--- config.mk ---
export PLATFORM = sky130hd
export DESIGN_NAME = cell_list_writer
export DESIGN_NICKNAME = d
export VERILOG_FILES = /design/src/rtl/cell_list_writer.sv
export SDC_FILE = /design/constraint.sdc
export NUM_CORES = 1
export LEC_CHECK = 0
export ABC_AREA = 1
export BUFFER_PORTS_ARGS = -buffer_cell sky130_fd_sc_hd__buf_2
export CORE_ASPECT_RATIO = 0.5
export CORE_MARGIN = 1
export CORE_UTILIZATION = 45
export CTS_CLUSTER_DIAMETER = 30
export DETAILED_ROUTE_END_ITERATION = 12
export HOLD_SLACK_MARGIN = 0.06
export PLACE_DENSITY = 0.75
export SYNTH_ARGS = -nofsm -noshare
export SYNTH_HDL_FRONTEND = slang
export SYNTH_SLANG_ARGS = --single-unit
--- constraint.sdc ---
create_clock -name clk -period 4.85 [get_ports clk]
set_clock_uncertainty 0.1 [all_clocks]
set_input_delay 0 -clock clk [delete_from_list [all_inputs] [get_ports clk]]
set_output_delay 0 -clock clk [all_outputs]
set_load 0.01 [all_outputs]
--- src/rtl/cell_list_writer.sv ---
// rtl/cell_list_writer.sv - scatters particles into per-cell lists and seals each list with a null sentinel
//
// Purpose:
//   Takes the particle stream from the cell-index stage and writes each
//   particle into the next free slot of its cell. Each cell has an
//   occupancy counter. At end of frame every cell that is not full gets a
//   null sentinel, so a downstream reader can tell where its list ends.
//
// Ports:
//   clk, rst          system clock, synchronous active-high reset
//   start             one-cycle pulse; opens a frame and clears the counters
//   in_valid/in_ready particle handshake; in_last marks the final particle
//   in_cell[32:0]     [31:0] cell index, [32] null flag
//   in_pos[96:0]      [95:0] x,y,z fp32, [96] null flag
//   wr_en/wr_cell/wr_addr/wr_data   registered cell-memory write port
//   done              one-cycle pulse when sealing completes
//   overflow          sticky; a particle was dropped (cell full or index out of range)
//   drop_count        dropped particles since start, saturating
//   busy              high while running or sealing
module cell_list_writer #(
    parameter int NUM_CELLS  = 27,
    parameter int CELL_DEPTH = 64,
    parameter int AW         = 6,
    parameter int CW         = 5
) (
    input  logic          clk,
    input  logic          rst,
    input  logic          start,
    input  logic          in_valid,
    output logic          in_ready,
    input  logic          in_last,
    input  logic [32:0]   in_cell,
    input  logic [96:0]   in_pos,
    output logic          wr_en,
    output logic [CW-1:0] wr_cell,
    output logic [AW-1:0] wr_addr,
    output logic [96:0]   wr_data,
    output logic          done,
    output logic          overflow,
    output logic [15:0]   drop_count,
    output logic          busy
);

    localparam logic [AW:0]   DEPTH_C   = (AW+1)'(CELL_DEPTH);
    localparam logic [31:0]   NCELLS_C  = 32'(NUM_CELLS);
    localparam logic [CW-1:0] LAST_CELL = CW'(NUM_CELLS - 1);
    localparam logic [96:0]   SENTINEL  = {1'b1, 96'b0};

    typedef enum logic [1:0] {
        IDLE = 2'd0,
        RUN  = 2'd1,
        SEAL = 2'd2
    } state_t;

    state_t state, state_nxt;

    // Occupancy per cell; one extra bit so a full cell reads exactly CELL_DEPTH.
    logic [AW:0]   count [NUM_CELLS];
    logic [CW-1:0] seal_idx;

    logic          accept;
    logic          p_null;
    logic          p_range;
    logic          p_full;
    logic [CW-1:0] p_cell;
    logic [AW:0]   p_count;
    logic [AW:0]   s_count;
    logic          seal_last;

    assign accept    = in_valid & in_ready;
    assign p_null    = in_cell[32] | in_pos[96];
    assign p_range   = (in_cell[31:0] >= NCELLS_C);
    assign p_cell    = in_cell[CW-1:0];
    // Counts update on the handshake edge, so the next particle already sees
    // the incremented value: back-to-back hits to one cell need no extra forward.
    assign p_count   = count[p_cell];
    assign p_full    = (p_count == DEPTH_C);
    assign s_count   = count[seal_idx];
    assign seal_last = (seal_idx == LAST_CELL);

    // State register
    always_ff @(posedge clk) begin
        if (rst) begin
            state <= IDLE;
        end else begin
            state <= state_nxt;
        end
    end

    // Next-state logic
    always_comb begin
        state_nxt = state;
        case (state)
            IDLE: if (start) state_nxt = RUN;
            // A start in the same cycle as in_last discards that particle and
            // keeps the frame open.
            RUN:  if (!start && accept && in_last) state_nxt = SEAL;
            SEAL: if (seal_last) state_nxt = IDLE;
            default: state_nxt = IDLE;
        endcase
    end

    // State-decoded outputs
    always_comb begin
        in_ready = 1'b0;
        busy     = 1'b0;
        case (state)
            RUN: begin
                in_ready = 1'b1;
                busy     = 1'b1;
            end
            SEAL: busy = 1'b1;
            default: begin
                in_ready = 1'b0;
                busy     = 1'b0;
            end
        endcase
    end

    // Datapath: counters, write port, drop accounting, seal walk
    always_ff @(posedge clk) begin
        if (rst) begin
            for (int i = 0; i < NUM_CELLS; i++) begin
                count[i] <= '0;
            end
            seal_idx   <= '0;
            wr_en      <= 1'b0;
            wr_cell    <= '0;
            wr_addr    <= '0;
            wr_data    <= '0;
            done       <= 1'b0;
            overflow   <= 1'b0;
            drop_count <= '0;
        end else begin
            wr_en <= 1'b0;
            done  <= 1'b0;
            if (state != SEAL) begin
                seal_idx <= '0;
            end
            case (state)
                IDLE: begin
                    if (start) begin
                        for (int i = 0; i < NUM_CELLS; i++) begin
                            count[i] <= '0;
                        end
                        overflow   <= 1'b0;
                        drop_count <= '0;
                    end
                end
                RUN: begin
                    if (start) begin
                        for (int i = 0; i < NUM_CELLS; i++) begin
                            count[i] <= '0;
                        end
                        overflow   <= 1'b0;
                        drop_count <= '0;
                    end else if (accept && !p_null) begin
                        if (p_range || p_full) begin
                            overflow <= 1'b1;
                            if (drop_count != 16'hFFFF) begin
                                drop_count <= drop_count + 16'd1;
                            end
                        end else begin
                            wr_en          <= 1'b1;
                            wr_cell        <= p_cell;
                            wr_addr        <= p_count[AW-1:0];
                            wr_data        <= {1'b0, in_pos[95:0]};
                            count[p_cell]  <= p_count + 1'b1;
                        end
                    end
                end
                SEAL: begin
                    if (s_count != DEPTH_C) begin
                        wr_en   <= 1'b1;
                        wr_cell <= seal_idx;
                        wr_addr <= s_count[AW-1:0];
                        wr_data <= SENTINEL;
                    end
                    if (seal_last) begin
                        done <= 1'b1;
                    end
                    seal_idx <= seal_idx + 1'b1;
                end
                default: ;
            endcase
        end
    end

endmodule

==> impl_results.md <==
- Number of antenna repair diodes: 0
- Clock Power Share: 30.1%
- Synth Cell Area: 0.0191 mm²
- Max Freq: 0.240 GHz
- Die width: 293 µm
- Combinational cell fraction of total power: 35.2%
- R2R setup slack: 0.76 ns
- Via density per instance: 5.53
- Clock root buffer master: clkbuf_16
- Switching share of power: 39.6%
- Global-route wire length before repair: 99500 µm
- Most area-consuming cells after synthesis: edfxtp_1, dfxtp_1, nand2_1
- Number of DRC markers after the initial detailed-route iteration: 2457
- Worst hold path endpoint: wr_cell[4]
- Worst max-slew margin expressed relative to the limit: 33.0%
- Total Die Area: 0.0432 mm²
- Buffer depth of the longest clock path: 3
- Count of cells along the worst register-to-register path: 16
- Total Negative Setup Slacks: 0 ns
- Internal portion of total power: 8.24 mW
- Number of standard-cell rows in the floorplan: 52
- Number of antenna violations at the first check in global routing: 0
- Outcome: finished, final reports clean
- Min-delay src: in_cell[4]
- Count of flip-flops with a built-in enable after synthesis: 224
- Final non-filler cell area: 0.0239 mm²
- Max IR drop VDD: 0.000590 V
- Vias in the first global route: 18000
- Dominant synthesized flop cell: edfxtp_1
- Seq pwr share: 34.8%
- Clock slew seen by the registers of the worst setup and hold paths: 0.05 ns
- Minimum clock period: 4.17 ns
- Total CTS buffers: 54
- Max Cap Violations: 0
- Share of synthesized flip-flops with an asynchronous set or reset: 0%
- Total clock sinks: 358
- Average detailed-routed wire length per instance: 18.5 µm
- Final routed wirelength across all metal layers: 64900 µm
- Worst Hold Depth: 5
- Fraction of layout instances using a drive strength above 1: 15.5%
- Count of cell types in the netlist: 39
- Final setup violating endpoints: 0
- Detailed placer's ending HPWL: 42100 µm
- Startpoint kind of the worst setup timing path: input pin
- GRT Overall Usage: 29.2%
- Average cell area after synthesis: 7.45 µm²
- Sort of element at the end of the critical path: flip-flop
- Pre-Repair DR Iteration Count: 7
- Fraction of synthesized cell area taken by the top area cell type: 35.3%
- Portion of the clock cycle consumed by the worst path in the final layout: 86.0%
- CP arrival: 4.30 ns
- Worst-margin pin slew: 0.998 ns
- Count of warnings emitted by yosys: 0
- Largest net degree at the start of global routing: 110
- TritonCTS clock tree: yes
- Count of input and output buffers: 263
- Critical Path Fanout Max: 18
- Cells after synthesis: 2559
- Required arrival time at the worst endpoint: 4.98 ns
- Yosys reg bits: 358
- Hold Violations, Final: 0
- Number of cells upsized or downsized after cts: 0
- Most used standard cells in the synthesized netlist: nand2_1, nor2_1, edfxtp_1
- Class of the most critical setup path: in -> reg
- Static leakage: 10.6 nW
- R2R Path End: wr_data[9]
- Cell with the most instances after synthesis: nand2_1
- Last weighted congestion value of the routability-driven placer: 1.03
- Core area: 0.0411 mm²
- Ports placed on the boundary: 264
- Number of H-tree levels: 2
- Switching power total: 5.40 mW
- Setup repair after global routing missed its margin: false
- Final non-filler cell total: 3511
- Total number of vias: 19400
- Final #Nets: 3041
- Clock latency on the worst-skew pair: 0.58 ns
- Total count of max-transition violations in the final report: 0
- Die boundary height: 148 µm
- Leading area contributor after synthesis: edfxtp_1
- Initial core utilization: 46.4%
- Synth-to-Final Area Change: 25.5%
- Instance area after placement: 0.0209 mm²
- Number of cells after detailed placement: 3300
- Pwr per Cell Area: 570 mW/mm²
- Path type of the worst min-delay path: in -> reg
- Drc violations: 0
- Startpoint of the worst-slack reg-to-reg timing path: seal_idx[3]
- Part of the Yosys area used for sequential elements: 49.4%
- DRT antenna net count: 0
- Residual overflow from global routing: 0
final cells by class:
type	count	area [µm²]
Fill cell	3555	17100
Sequential cell	358	9410
Multi-Input combinational cell	1902	8420
Timing Repair Buffer	421	2850
Clock buffer	56	1370
Tap cell	567	709
Inverter	161	606
Clock inverter	46	567
worst max-delay path, stage by stage:
cell and delay, ns:
dlygate4sd3_1 0.53, buf_2 0.12, nor4_1 0.13, dlygate4sd3_1 0.58
nand3_1 0.07, dlygate4sd3_1 0.57, nor3_1 0.37, dlygate4sd3_1 0.64
nand3_2 0.15, nor2_4 0.16, buf_4 0.33, nand3_1 0.30
nand2_1 0.33
per-layer routing:
metal / global-route usage (%) / up-vias / share of wire (%)
met3: 6.07 / 219 / 12
li1: - / 9040 / -
met5: 0 / - / 0
met2: 46.7 / 1259 / 45
met4: 11.4 / 0 / 3.9
met1: 38.9 / 8890 / 40
flip-flops by register name (all words and copies together), names as in the netlist:
name and cells:
wr_en 1, wr_data 97, overflow 1, seal_idx 5
drop_count 16, wr_addr 6, state 2, wr_cell 5
done 1, count 224
cells by family (layout without fill, tap and decap cells):
group	after synthesis	count (layout)	synth area share, %
simple gates	1503	1503	32.3
flops	358	358	49.4
compound gates	341	341	9.76
buf+inv	333	684	7.26
xor+xnor	15	15	0.768
fa+ha+maj	8	8	0.525
other cells	1	35	0.0197
worst max-delay path by stage:
stage | startpoint | endpoint | slack (ns) | depth (start not counted)
detailed placement | in_cell[1] | count[25][4] | 0.90 | 19
floorplan | in_cell[0] | count[4][0] | 1.60 | 19
finish | in_cell[8] | count[15][0] | 0.68 | 13
global placement | seal_idx[3] | wr_data[4] | 0.97 | 16
CTS | in_cell[8] | count[15][0] | 0.69 | 13
global route | in_cell[8] | count[15][0] | 0.46 | 13
power by group through the flow:
stage | sequential (mW) | clock, mW | combinational (mW)
6_report | 4.74 | 4.10 | 4.80
5_1_grt | 4.82 | 4.27 | 5.26
4_1_cts | 4.72 | 4.14 | 4.67
3_5_place_dp | 4.77 | 0 | 4.58
3_3_place_gp | 4.75 | 0 | 4.53
2_1_floorplan | 4.81 | 0 | 2.95
stage by stage:
step	util, %	setup WS [ns]	hold WS [ns]	power [mW]
finish	58.3	0.681	0.120	13.6
global route	58.3	0.457	0.160	14.3
CTS	58.3	0.692	0.0679	13.5
detailed placement	50.9	0.901	0.238	9.34
global placement	50.9	0.973	0.227	9.27
floorplan	-	1.60	0.135	7.77
cells in the final DEF (no fill, tap or decap), drive strengths merged, types with 12 or more instances in the layout:
cell type and count:
a21oi 173, buf 312, clkbuf 56, clkinv 27, conb 35, dfxtp 134, dlygate4sd3 109, edfxtp 224
inv 170, nand2 715, nand3 218, nand4 24, nor2 514, nor3 16, nor4 12, o211ai 37
o21ai 108, xor2 13
timing repair:
item | in CTS | in global routing
hold buffers | 109 | 0
endpoints found under the hold margin | 118 | 0
setup buffers | 0 | 0
Note: power is estimated with default switching activity, not from simulation.
